### config.mk
export PLATFORM = sky130hd
export DESIGN_NAME = pyrite_bpi_flash_seq
export DESIGN_NICKNAME = d
export VERILOG_FILES = /design/src/rtl/pyrite_bpi_pkg.sv /design/src/rtl/pyrite_bpi_flash_seq.sv
export SDC_FILE = /design/constraint.sdc
export NUM_CORES = 1
export LEC_CHECK = 0
export ABC_AREA = 1
export BUFFER_PORTS_ARGS = -buffer_cell sky130_fd_sc_hd__buf_2
export CORE_MARGIN = 2
export CORE_UTILIZATION = 44
export CTS_BUF_LIST = sky130_fd_sc_hd__clkbuf_16
export DETAILED_ROUTE_END_ITERATION = 10
export PLACE_DENSITY = 0.74
export SYNTH_ARGS = -nofsm -noshare
export SYNTH_HDL_FRONTEND = slang
export SYNTH_SLANG_ARGS = --single-unit
### constraint.sdc
create_clock -name clk -period 1.6 [get_ports clk]
set_input_delay 0.08 -clock clk [delete_from_list [all_inputs] [get_ports clk]]
set_output_delay 0.08 -clock clk [all_outputs]
set_load 0.02 [all_outputs]
### src/rtl/pyrite_bpi_pkg.sv
// Shared types for the Pyrite BPI flash sequencer.
// ST_POLL exists only when PYRITE_BPI_FLASH_SEQ_POLL_EN is defined.
package pyrite_bpi_pkg;

   localparam int unsigned BPI_DATA_W   = 16;
   localparam int unsigned BPI_ADDR_W   = 23;
   localparam int unsigned BPI_RGN_W    = 1;
   localparam int unsigned BPI_TIMING_W = 8;
   localparam int unsigned BPI_POLL_W   = 16;

   typedef enum logic [2:0] {
      ST_IDLE,
      ST_ADDR,
      ST_PULSE,
      ST_HOLD
`ifdef PYRITE_BPI_FLASH_SEQ_POLL_EN
      , ST_POLL
`endif
   } state_t;

   typedef struct packed {
      logic [BPI_RGN_W+BPI_ADDR_W-1:0] addr;
      logic                            wr;
      logic [BPI_DATA_W-1:0]           wdata;
      logic                            poll;
   } cmd_t;

endpackage

### src/rtl/pyrite_bpi_flash_seq.sv
// BPI NOR flash access sequencer: one word read/write per command with programmable
// setup/pulse/hold phases. Optional DQ7 write-status polling via PYRITE_BPI_FLASH_SEQ_POLL_EN.
module pyrite_bpi_flash_seq
   import pyrite_bpi_pkg::*;
#(
   parameter int unsigned DATA_W   = BPI_DATA_W,
   parameter int unsigned ADDR_W   = BPI_ADDR_W,
   parameter int unsigned RGN_W    = BPI_RGN_W,
   parameter int unsigned TIMING_W = BPI_TIMING_W,
   parameter int unsigned POLL_W   = BPI_POLL_W
) (
   input  logic                    clk,
   input  logic                    rst,
   input  logic [RGN_W+ADDR_W-1:0] cmd_addr,
   input  logic                    cmd_wr,
   input  logic [DATA_W-1:0]       cmd_wdata,
   input  logic                    cmd_poll,
   input  logic                    cmd_valid,
   output logic                    cmd_ready,
   input  logic [TIMING_W-1:0]     cfg_setup,
   input  logic [TIMING_W-1:0]     cfg_pulse,
   input  logic [TIMING_W-1:0]     cfg_hold,
   input  logic [POLL_W-1:0]       cfg_poll_max,
   output logic [DATA_W-1:0]       rsp_rdata,
   output logic                    rsp_err,
   output logic                    rsp_valid,
   output logic                    busy,
   input  logic [DATA_W-1:0]       flash_dq_i,
   output logic [DATA_W-1:0]       flash_dq_o,
   output logic                    flash_dq_oe,
   output logic [ADDR_W-1:0]       flash_addr,
   output logic [RGN_W-1:0]        flash_region,
   output logic                    flash_region_oe,
   output logic                    flash_ce_n,
   output logic                    flash_oe_n,
   output logic                    flash_we_n,
   output logic                    flash_adv_n
);

   state_t              state_q, state_d;
   cmd_t                cmd_q;
   logic [TIMING_W-1:0] cnt_q, cnt_d;
   logic [TIMING_W-1:0] setup_q, pulse_q, hold_q;
   logic [DATA_W-1:0]   rdata_q;
   logic [DATA_W-1:0]   rsp_rdata_q;
   logic                rsp_valid_q;
   logic                accept;
   logic                done;
   logic                rd_cycle;
   logic                bus_active;

`ifdef PYRITE_BPI_FLASH_SEQ_POLL_EN
   logic                polling_q;
   logic [POLL_W-1:0]   poll_cnt_q;
   logic                rsp_err_q;
   logic                timeout;

   // once polling starts, every bus cycle of this command is a status read
   assign rd_cycle = !cmd_q.wr || polling_q;
   assign rsp_err  = rsp_err_q;
`else
   logic                unused_poll;

   assign unused_poll = ^{cmd_poll, cfg_poll_max, cmd_q.poll};
   assign rd_cycle    = !cmd_q.wr;
   assign rsp_err     = 1'b0;
`endif

   assign cmd_ready = (state_q == ST_IDLE) && !rst;
   assign accept    = cmd_valid && cmd_ready;

   always_comb begin
      state_d = state_q;
      cnt_d   = cnt_q;
      done    = 1'b0;
`ifdef PYRITE_BPI_FLASH_SEQ_POLL_EN
      timeout = 1'b0;
`endif
      case (state_q)
         ST_IDLE: begin
            if (accept) begin
               state_d = ST_ADDR;
               cnt_d   = cfg_setup;
            end
         end
         ST_ADDR: begin
            if (cnt_q == '0) begin
               state_d = ST_PULSE;
               cnt_d   = pulse_q;
            end else begin
               cnt_d = cnt_q - TIMING_W'(1);
            end
         end
         ST_PULSE: begin
            if (cnt_q == '0) begin
               state_d = ST_HOLD;
               cnt_d   = hold_q;
            end else begin
               cnt_d = cnt_q - TIMING_W'(1);
            end
         end
         ST_HOLD: begin
            if (cnt_q == '0) begin
`ifdef PYRITE_BPI_FLASH_SEQ_POLL_EN
               if (cmd_q.wr && cmd_q.poll) begin
                  state_d = ST_POLL;
               end else begin
                  state_d = ST_IDLE;
                  done    = 1'b1;
               end
`else
               state_d = ST_IDLE;
               done    = 1'b1;
`endif
            end else begin
               cnt_d = cnt_q - TIMING_W'(1);
            end
         end
`ifdef PYRITE_BPI_FLASH_SEQ_POLL_EN
         // first visit follows the write itself; later visits judge the last status read
         ST_POLL: begin
            if (polling_q && (rdata_q[7] || poll_cnt_q == '0)) begin
               state_d = ST_IDLE;
               done    = 1'b1;
               timeout = !rdata_q[7];
            end else begin
               state_d = ST_ADDR;
               cnt_d   = setup_q;
            end
         end
`endif
         default: state_d = ST_IDLE;
      endcase
   end

   always_ff @(posedge clk) begin
      if (rst) begin
         state_q     <= ST_IDLE;
         cnt_q       <= '0;
         cmd_q       <= '0;
         setup_q     <= '0;
         pulse_q     <= '0;
         hold_q      <= '0;
         rdata_q     <= '0;
         rsp_rdata_q <= '0;
         rsp_valid_q <= 1'b0;
`ifdef PYRITE_BPI_FLASH_SEQ_POLL_EN
         polling_q   <= 1'b0;
         poll_cnt_q  <= '0;
         rsp_err_q   <= 1'b0;
`endif
      end else begin
         state_q     <= state_d;
         cnt_q       <= cnt_d;
         rsp_valid_q <= done;
         if (accept) begin
            cmd_q.addr  <= cmd_addr;
            cmd_q.wr    <= cmd_wr;
            cmd_q.wdata <= cmd_wdata;
`ifdef PYRITE_BPI_FLASH_SEQ_POLL_EN
            cmd_q.poll  <= cmd_poll;
            polling_q   <= 1'b0;
            poll_cnt_q  <= cfg_poll_max;
`else
            cmd_q.poll  <= 1'b0;
`endif
            setup_q     <= cfg_setup;
            pulse_q     <= cfg_pulse;
            hold_q      <= cfg_hold;
         end
         if (state_q == ST_PULSE && cnt_q == '0 && rd_cycle)
            rdata_q <= flash_dq_i;
         // response fields only move together with rsp_valid
         if (done && rd_cycle)
            rsp_rdata_q <= rdata_q;
`ifdef PYRITE_BPI_FLASH_SEQ_POLL_EN
         if (state_q == ST_POLL) begin
            polling_q <= 1'b1;
            if (polling_q && state_d == ST_ADDR)
               poll_cnt_q <= poll_cnt_q - POLL_W'(1);
         end
         if (done)
            rsp_err_q <= timeout;
`endif
      end
   end

   assign bus_active = (state_q == ST_ADDR) || (state_q == ST_PULSE) || (state_q == ST_HOLD);

   assign busy            = (state_q != ST_IDLE);
   assign rsp_valid       = rsp_valid_q;
   assign rsp_rdata       = rsp_rdata_q;
   assign flash_addr      = cmd_q.addr[ADDR_W-1:0];
   assign flash_region    = cmd_q.addr[RGN_W+ADDR_W-1:ADDR_W];
   assign flash_region_oe = busy;
   assign flash_dq_o      = cmd_q.wdata;
   assign flash_dq_oe     = bus_active && !rd_cycle;
   assign flash_ce_n      = !bus_active;
   assign flash_adv_n     = !(state_q == ST_ADDR);
   assign flash_oe_n      = !(state_q == ST_PULSE && rd_cycle);
   assign flash_we_n      = !(state_q == ST_PULSE && !rd_cycle);

endmodule

==> results of run 1 <==
registers in the layout (all words and copies together) (netlist names):
name          count
flash_addr       23
state_q           2
rdata_q          16
flash_region      1
rsp_valid         1
hold_q            8
cmd_q             1
cnt_q             8
flash_dq_o       16
rsp_rdata        16
pulse_q           8
final cells by class:
class	instances	area (sq um)	area share
clock inverter	6	65.1	0.0108
multi-input combinational	374	1850	0.308
inverter	43	170	0.0283
timing repair buffer	224	1530	0.254
sequential	100	2010	0.334
tap	133	166	0.0277
clock buffer	9	225	0.0374
logic make-up (layout without fill, tap and decap cells):
group	Yosys count	in the layout	synth area share
other cells	1	1	0.000857
buf+inv	116	282	0.140
simple gates	244	245	0.240
xor+xnor	3	3	0.00601
compound gates	118	118	0.136
fa+ha+maj	7	7	0.0200
flops	100	100	0.458
cell usage in the layout (no fill, tap or decap), drive strengths merged:
| cell | instances |
|---|---|
| clkinv | 2 |
| clkinvlp | 3 |
| clkbuf | 10 |
| nor2 | 40 |
| ha | 7 |
| xnor2 | 2 |
| o22ai | 2 |
| nand3 | 53 |
| xor2 | 1 |
| dlygate4sd3 | 49 |
| a21oi | 62 |
| bufinv | 1 |
| buf | 174 |
| nand4 | 1 |
| inv | 43 |
| nand2 | 151 |
| o21ai | 54 |
| dfxtp | 100 |
| conb | 1 |
critical path, cell delays in order (launching register included):
cell	delay (ns)
dfxtp_4	0.37
inv_4	0.07
ha_2	0.20
clkinv_2	0.09
buf_4	0.17
o21ai_0	0.23
a21oi_1	0.14
nand2_1	0.09
nand2_1	0.05
a21oi_1	0.10
worst min-delay path by stage:
stage / start / end / slack (ns)
4_1_cts: flash_dq_i[9] / rdata_q[9] / 0.001
6_report: flash_dq_i[8] / rdata_q[8] / -0.001
3_5_place_dp: cmd_wdata[2] / flash_dq_o[2] / 0.28
3_3_place_gp: cmd_addr[12] / flash_addr[12] / 0.27
5_1_grt: flash_dq_i[7] / rdata_q[7] / 0.01
2_1_floorplan: cfg_hold[3] / hold_q[3] / 0.19
per-stage QoR:
| stage | TNS (ns) | hold WS, ns |
|---|---|---|
| 2_1_floorplan | 0 | 0.190 |
| 3_3_place_gp | 0 | 0.273 |
| 3_5_place_dp | -0.00743 | 0.279 |
| 4_1_cts | 0 | 0.00100 |
| 5_1_grt | -0.0787 | 0.0142 |
| 6_report | 0 | -0.00126 |
per-layer routing:
layer	global-route usage	part of all wire	vias up
li1	-	-	2173
met1	0.248	0.41	1961
met2	0.387	0.52	153
met3	0.0478	0.059	23
met4	0.0637	0.019	0
met5	0	0	-
power groups by stage:
stage	registers, mW	clock network, mW	logic [mW]
final	3.30	2.11	4.19
after global routing	3.36	2.24	4.60
after CTS	3.28	2.17	3.81
after detailed placement	3.32	0	3.60
after global placement	3.30	0	3.51
after floorplan	3.31	0	2.81
synthesized netlist by cell type, drive strengths merged:
cell	instances	area, sq um
nand2	151	579
dfxtp	100	2000
a21oi	62	310
o21ai	54	270
buf	53	377
nand3	52	278
inv	42	158
nor2	40	186
clkbuf	20	75.1
ha	7	87.6
o22ai	2	12.5
xnor2	2	17.5
clkinv	1	3.75
conb	1	3.75
nand4	1	6.26
xor2	1	8.76
repair_timing:
action	CTS	global route
buffers inserted	2	5
resized for setup	7	31
hold endpoints to repair	49	0
gates cloned	1	1
hold buffers	49	0
setup endpoints to repair	10	52
pin swaps	2	11
==> run summary, run 1 <==
Worst-Skew Late Latency - 0.33 ns
Setup crit end - cnt_q[6]
total gr overflow - 0
RSZ-0062 raised after global routing - yes
Die X - 104 microns
leakage - 2.90 nW
Internal - 5.80 mW
Vias/cell - 4.85
Yosys warnings - 0
Die H - 104 microns
register area share after synthesis - 0.458
Post-DRT Antenna Nets - 0
Pwr Total - 9.61 mW
1st-pass router iterations - 5
antenna diode count - 0
Initial Util - 0.450
Root Buffer - clkbuf_16
FF-to-FF Start - state_q[1]
drt wl/cell - 13.4 microns
initial antenna violation count - 0
CP arrival - 1.83 ns
Worst setup startpoint - state_q[1]
Finished Core Util - 0.618
clk buf depth - 2
Max Fclk - 638 MHz
part of the cycle the worst path needs - 0.980
reg2reg path depth - 9
final number of setup-violating endpoints - 0
Avg Inst Size Synth - 7.43 sq um
Nets - 860
total track usage - 0.212
routed via count - 4310
RePlAce Congestion - 0.791
worst r2r dst - cnt_q[6]
site row count - 36
count of final max-slew check failures - 0
critical path required time - 1.87 ns
power density cells - 1600 nW/um^2
fin area - 6020 sq um
failing checks - negative hold slack
post-layout min period - 1.57 ns
HPWL Detailed - 7.11 mm
Max rail drop VDD - 666 uV
Placed Cells - 816
final WL - 11.9 mm
clk_skew - 0.00628 ns
DR iter-0 viols - 205
dpl ws - -0.00585 ns
post-synth design cell area - 4380 sq um
status - complete, but fails checks
hold path depth - 3
Synth cell types - 25
CP max FO - 8
Switching Share - 0.397
# port buffers - 148
final hold slack - -0.00126 ns
clock sinks - 100
Psw - 3.81 mW
Syn Nets - 697
pin count of the biggest net entering global routing - 94
Layout fillers - 854
Worst Hold Class - input pin to flip-flop
max-cap check violation count - 0
vias in the first global route - 4149
area post-placement - 5040 sq um
Area Overhead vs Synth - 37.5%
H-tree depth - 3
# DRC - 0
core box area - 9730 sq um
combinational power share - 0.436
final worst slack - 0.0328 ns
share of layout cells above drive strength 1 - 0.296
final hold vios - 1
io pins - 167
Worst-path clk slew - 0.07 ns
CP Launch Type - flip-flop
first-pass GRT wire length - 19.1 mm
part of the power in registers - 0.344
critical path class - flip-flop to flip-flop
reg2reg setup slack - 0.03 ns
fin cells - 889
Total Die Area - 10800 sq um
TritonCTS Buffers - 9
part of the power in the clock network - 0.220
post-synthesis register bit count - 100
Cells after Synth - 589
clock tree from TritonCTS - done
crit path capture type - flip-flop
Power figures use the tool's default switching activity.
==> run 2, diff against run 1 <==
Settings changed: CORE_UTILIZATION 44 to 40, PLACE_DENSITY 0.74 to 0.68.
==> run 2 against run 1 <==
The run ends with negative setup slack left; sequential power about the same; total power up 1.2%; clock-buffer cell count unchanged; first-iteration DRC count down 4.9%; critical path depth down 1; clock power up 9.5%; clock skew up 0.0013 ns; die area up 9.6%; wire length down 1.8%; largest power group unchanged.
==> run summary, run 2 (synthesis results as in run 1) <==
largest stage delay on the critical path - 0.37 ns (about the same)
CP arrival - 1.52 ns (was 1.83 ns)
clk_skew - 0.00754 ns (was 0.00628 ns)
leakage - 2.95 nW (was 2.90 nW)
RSZ-0062 raised after global routing - yes (unchanged)
Worst-path clk slew - 0.07 ns (about the same)
clk buf depth - 2 (unchanged)
Setup crit end - flash_oe_n (was cnt_q[6])
status - complete, but fails checks (unchanged)
final worst slack - -0.00427 ns (was 0.0328 ns)
# DRC - 0 (unchanged)
CP cell instances - inv_6 -> ha_4 -> inv_2 -> buf_4 -> nor2_4 -> buf_8 -> inv_1 -> buf_6 (was inv_4 -> ha_2 -> clkinv_2 -> buf_4 -> o21ai_0 -> a21oi_1 -> nand2_1 -> nand2_1 -> a21oi_1)
Pwr Total - 9.72 mW (was 9.61 mW)
part of the cycle the worst path needs - 1.00 (was 0.980)
first-pass GRT wire length - 18.0 mm (was 19.1 mm)
Total Die Area - 11800 sq um (was 10800 sq um)
final number of setup-violating endpoints - 1 (was 0)
Area Overhead vs Synth - 39.0% (was 37.5%)
top layer in use - met5 (was met4)
routed via count - 4254 (was 4310)
drt wl/cell - 13.0 microns (was 13.4 microns)
FF-to-FF Start - state_q[1] (unchanged)
met3 routed wirelength - 574 microns (was 706 microns)
Finished Core Util - 0.566 (was 0.618)
total gr overflow - 0 (unchanged)
CP max FO - 4 (was 8)
Worst setup startpoint - state_q[0] (was state_q[1])
HPWL Detailed - 7.19 mm (was 7.11 mm)
slowest cell on the critical path - dfxtp_4 (unchanged)
final hold vios - 0 (was 1)
met1 WL - 5.04 mm (was 4.83 mm)
clock tree from TritonCTS - done (unchanged)
reg2reg setup slack - 0.03 ns (about the same)
crit path capture type - output pin (was flip-flop)
io pins - 167 (unchanged)
RePlAce Congestion - 0.864 (was 0.791)
Root Buffer - clkbuf_16 (unchanged)
commonest non-fill, non-tap cell in the layout - buf_2 (unchanged)
H-tree depth - 3 (unchanged)
1st-pass router iterations - 4 (was 5)
Layout fillers - 1004 (was 854)
CP bufs+invs - 6 (was 3)
power density cells - 1600 nW/um^2 (about the same)
family with the most delay on the worst path - buffers and inverters (was compound AO/OA/AOI/OAI gates)
Nets - 862 (was 860)
commonest cells after routing, fill and taps aside - buf_2 (147), nand2_1 (144), dfxtp_1 (98) (was buf_2 (147), nand2_1 (143), dfxtp_1 (98))
pin count of the biggest net entering global routing - 93 (was 94)
TritonCTS Buffers - 9 (unchanged)
number of flip-flops in the largest register - 23 (unchanged)
critical path required time - 1.52 ns (was 1.87 ns)
post-layout min period - 1.60 ns (was 1.57 ns)
CP Launch Type - flip-flop (unchanged)
share of layout cells above drive strength 1 - 0.286 (was 0.296)
Post-DRT Antenna Nets - 0 (unchanged)
Vias/cell - 4.73 (was 4.85)
final WL - 11.7 mm (was 11.9 mm)
count of final max-slew check failures - 0 (unchanged)
total track usage - 0.190 (was 0.212)
Max rail drop VDD - 862 uV (was 666 uV)
DR iter-0 viols - 195 (was 205)
vias in the first global route - 3953 (was 4149)
site row count - 38 (was 36)
failing checks - negative setup slack (was negative hold slack)
core box area - 10700 sq um (was 9730 sq um)
# port buffers - 148 (unchanged)
Die X - 109 microns (was 104 microns)
dpl ws - -0.0235 ns (was -0.00585 ns)
Max Fclk - 623 MHz (was 638 MHz)
critical path class - flip-flop to output pin (was flip-flop to flip-flop)
Worst-Skew Late Latency - 0.34 ns (was 0.33 ns)
clock sinks - 100 (unchanged)
worst r2r dst - cnt_q[4] (was cnt_q[6])
reg2reg path depth - 9 (unchanged)
max-cap check violation count - 0 (unchanged)
initial antenna violation count - 2 (was 0)
Crit path depth - 8 (was 9)
Initial Util - 0.407 (was 0.450)
routed length on met2 - 5.79 mm (was 6.15 mm)
Worst Hold Class - input pin to flip-flop (unchanged)
Die H - 109 microns (was 104 microns)
==> run 2: where the power goes <==
group          internal [mW]  switching, mW
clock                   1.37          0.942
combinational           1.60           2.51
sequential              2.99          0.308
total                   5.96           3.76
==> run 2: what timing repair did <==
action | CTS | global route
endpoints found under the hold margin | 52 | 0
cloned | 0 | 3
gates resized for setup | 5 | 27
endpoints found under the setup margin | 52 | 70
pin swaps | 0 | 6
hold buffers | 52 | 0
setup buffers | 2 | 4
==> run 2: per-stage QoR <==
step           instances  hold slack, ns  area (sq um)   TNS, ns
2_1_floorplan        589           0.190          4400         0
3_3_place_gp         822           0.273          5060         0
3_5_place_dp         822           0.279          5060    -0.260
4_1_cts              892        0.000858          5920   -0.0335
5_1_grt              900         0.00807          6080    -0.258
6_report             900         0.00382          6080  -0.00427
==> run 2: per-layer routing <==
layer,GRT usage,up-vias
met5,0,-
met4,0.0888,2
met3,0.0356,23
met2,0.314,122
met1,0.239,1928
li1,-,2179
==> run 2: how the worst min path moves through the flow <==
stage,cells after the start,to,startpoint
after floorplan,2,hold_q[3],cfg_hold[3]
after global placement,3,flash_addr[3],cmd_addr[3]
after detailed placement,3,hold_q[7],cfg_hold[7]
after CTS,3,rdata_q[1],flash_dq_i[1]
after global routing,3,rdata_q[2],flash_dq_i[2]
final,3,rdata_q[2],flash_dq_i[2]
==> run 2: layout make-up <==
cell class,count,area (sq um),area share
well taps,140,175,0.0288
clock buffers,9,225,0.0370
diodes,1,2.50,0.000411
repair buffers,226,1580,0.259
inverters,43,170,0.0280
flip-flops and latches,100,2010,0.330
multi-input cells,374,1830,0.302
clock inverters,7,90.1,0.0148
==> run 2: worst min-delay path, cell delays in order <==
cell and delay [ns]:
buf_2 0.08, o21ai_1 0.07, nor2_1 0.08
==> run 3, diff against run 2 <==
==> constraint.sdc (replaced) <==
create_clock -name clk -period 1.6 [get_ports clk]
set_input_delay 0.24 -clock clk [delete_from_list [all_inputs] [get_ports clk]]
set_output_delay 0.24 -clock clk [all_outputs]
set_load 0.02 [all_outputs]
==> run 3 against run 2 <==
The run still ends with negative setup slack left; critical path depth rose by 3; setup slack got worse by 0.053 ns; register-to-register slack worse by 0.09 ns; sequential share of layout area is 1.6 points higher; clock power down 7%; via count is 4.5% lower; core utilization shrank 2.7 points; critical path type is now flip-flop to flip-flop; largest power group unchanged.
==> run summary, run 3 (synthesis results as in run 1) <==
status - complete, but fails checks (unchanged)
failing checks - negative setup slack (unchanged)
clk_skew - 0.0102 ns (was 0.00754 ns)
CP cell instances - inv_4 -> buf_6 -> ha_4 -> inv_4 -> buf_6 -> nand4_1 -> buf_6 -> buf_12 -> nand3_4 -> nand2_2 -> a21oi_2 (was inv_6 -> ha_4 -> inv_2 -> buf_4 -> nor2_4 -> buf_8 -> inv_1 -> buf_6)
largest stage delay on the critical path - 0.36 ns (was 0.37 ns)
pin count of the biggest net entering global routing - 61 (was 93)
post-layout min period - 1.66 ns (was 1.60 ns)
Root Buffer - clkbuf_16 (unchanged)
CP arrival - 1.93 ns (was 1.52 ns)
CP max FO - 8 (was 4)
H-tree depth - 3 (unchanged)
RSZ-0062 raised after global routing - yes (unchanged)
final worst slack - -0.0576 ns (was -0.00427 ns)
count of final max-slew check failures - 0 (unchanged)
Max Fclk - 603 MHz (was 623 MHz)
fin cells - 864 (was 900)
final number of setup-violating endpoints - 9 (was 1)
family with the most delay on the worst path - buffers and inverters (unchanged)
CP bufs+invs - 6 (unchanged)
leakage - 2.82 nW (was 2.95 nW)
Area Overhead vs Synth - 32.4% (was 39.0%)
commonest non-fill, non-tap cell in the layout - buf_2 (unchanged)
CP Launch Type - flip-flop (unchanged)
# DRC - 0 (unchanged)
final WL - 11.4 mm (was 11.7 mm)
site row count - 38 (unchanged)
Switching Share - 0.392 (was 0.387)
Initial Util - 0.407 (unchanged)
setup_tns - -0.257 ns (was -0.00427 ns)
power density cells - 1720 nW/um^2 (was 1600 nW/um^2)
Placed Cells - 826 (was 822)
number of flip-flops in the largest register - 23 (unchanged)
Die H - 109 microns (unchanged)
Nets - 826 (was 862)
RePlAce Congestion - 0.858 (was 0.864)
critical path class - flip-flop to flip-flop (was flip-flop to output pin)
drt wl/cell - 13.2 microns (was 13.0 microns)
initial antenna violation count - 2 (unchanged)
CTS Hold Bufs - 0 (was 52)
final hold vios - 0 (unchanged)
first-pass GRT wire length - 16.7 mm (was 18.0 mm)
clock sinks - 100 (unchanged)
Worst Hold Class - input pin to flip-flop (unchanged)
DR iter-0 viols - 149 (was 195)
Total Die Area - 11800 sq um (unchanged)
core box area - 10700 sq um (unchanged)
Finished Core Util - 0.539 (was 0.566)
# port buffers - 148 (unchanged)
dpl ws - -0.0649 ns (was -0.0235 ns)
area occupied by multi-input gates - 1870 sq um (was 1830 sq um)
Vias/cell - 4.70 (was 4.73)
Worst path most repeated cell - buf_6
total track usage - 0.179 (was 0.190)
crit path capture type - flip-flop (was output pin)
Pwr Total - 9.94 mW (was 9.72 mW)
HPWL Detailed - 7.28 mm (was 7.19 mm)
TritonCTS Buffers - 9 (unchanged)
Internal - 6.04 mW (was 5.96 mW)
routed via count - 4064 (was 4254)
Die X - 109 microns (unchanged)
Max rail drop VDD - 892 uV (was 862 uV)
clock tree from TritonCTS - done (unchanged)
Sequential Area - 2000 sq um (was 2010 sq um)
Worst-path clk slew - 0.07 ns (about the same)
part of the power in registers - 0.329 (was 0.339)
Layout fillers - 1043 (was 1004)
combinational power share - 0.455 (was 0.423)
slowest cell on the critical path - dfxtp_2 (was dfxtp_4)
vias in the first global route - 3590 (was 3953)
max-cap check violation count - 0 (unchanged)
clk buf depth - 2 (unchanged)
Worst-Skew Late Latency - 0.34 ns (about the same)
1st-pass router iterations - 4 (unchanged)
critical path required time - 1.87 ns (was 1.52 ns)
share of layout cells above drive strength 1 - 0.342 (was 0.286)
part of the cycle the worst path needs - 1.04 (was 1.00)
io pins - 167 (unchanged)
commonest cells after routing, fill and taps aside - buf_2 (144), nand2_1 (140), dfxtp_1 (98) (was buf_2 (147), nand2_1 (144), dfxtp_1 (98))
Psw - 3.90 mW (was 3.76 mW)
part of the power in the clock network - 0.216 (was 0.238)
total gr overflow - 0 (unchanged)
Post-DRT Antenna Nets - 0 (unchanged)
run 3: changes by cell type in the layout (fill, tap and decap cells not counted), moves of 4 or more:
cell | before | now
a21oi_2 | 2 | 6
buf_6 | 1 | 13
buf_4 | 17 | 21
dlygate4sd3_1 | 52 | 0
a21oi_1 | 60 | 56
nand2_1 | 144 | 140
nand2_2 | 4 | 9
nor2_1 | 35 | 31
run 3: metrics by stage:
stage | instance area (sq um) | hold slack (ns)
2_1_floorplan | 4400 | 0.350
3_3_place_gp | 5100 | 0.429
3_5_place_dp | 5100 | 0.434
4_1_cts | 5570 | 0.0817
5_1_grt | 5790 | 0.0870
6_report | 5790 | 0.0920
run 3: path summary, 6_finish.rpt:
check / startpoint / endpoint / slack (ns) / depth (start not counted)
worst max-delay path: state_q[0] / cnt_q[6] / -0.06 / 11
worst min-delay path: cmd_wdata[0] / flash_dq_o[0] / 0.09 / 3
worst max register to register: state_q[0] / cnt_q[6] / -0.06 / 11
worst min register to register: rsp_rdata[4] / rsp_rdata[4] / 0.44 / 2
run 3: power groups by stage:
stage          combinational, mW  sequential (mW)  clock [mW]
3_3_place_gp                3.60             3.29           0
3_5_place_dp                3.68             3.31           0
4_1_cts                     4.04             3.26        2.19
2_1_floorplan               2.81             3.31           0
5_1_grt                     4.95             3.33        2.31
6_report                    4.52             3.27        2.14
run 3: layout make-up:
type                            count  share of cell area
Clock buffer                        9              0.0389
Inverter                           43              0.0307
Tap cell                          140              0.0302
Sequential cell                   100               0.346
Timing Repair Buffer              190               0.219
Clock inverter                      7              0.0112
Antenna cell                        1            0.000432
Multi-Input combinational cell    374               0.323
run 3: per-layer routing:
layer / up-vias / track usage / share of wire
met5: - / 0 / 0.00097
met4: 2 / 0.0733 / 0.020
li1: 2113 / - / -
met3: 17 / 0.0410 / 0.052
met2: 121 / 0.297 / 0.49
met1: 1811 / 0.225 / 0.44
run 3: tightest hold or removal path, delay by kind of cell:
family	cells	cell delay [ns]
buf+inv	1	0.08
simple gates	2	0.09
run 3: repair_timing:
item,CTS,global route
buffers inserted,10,6
pin swaps,3,19
gates cloned,1,5
endpoints found under the setup margin,56,60
resized for setup,24,35
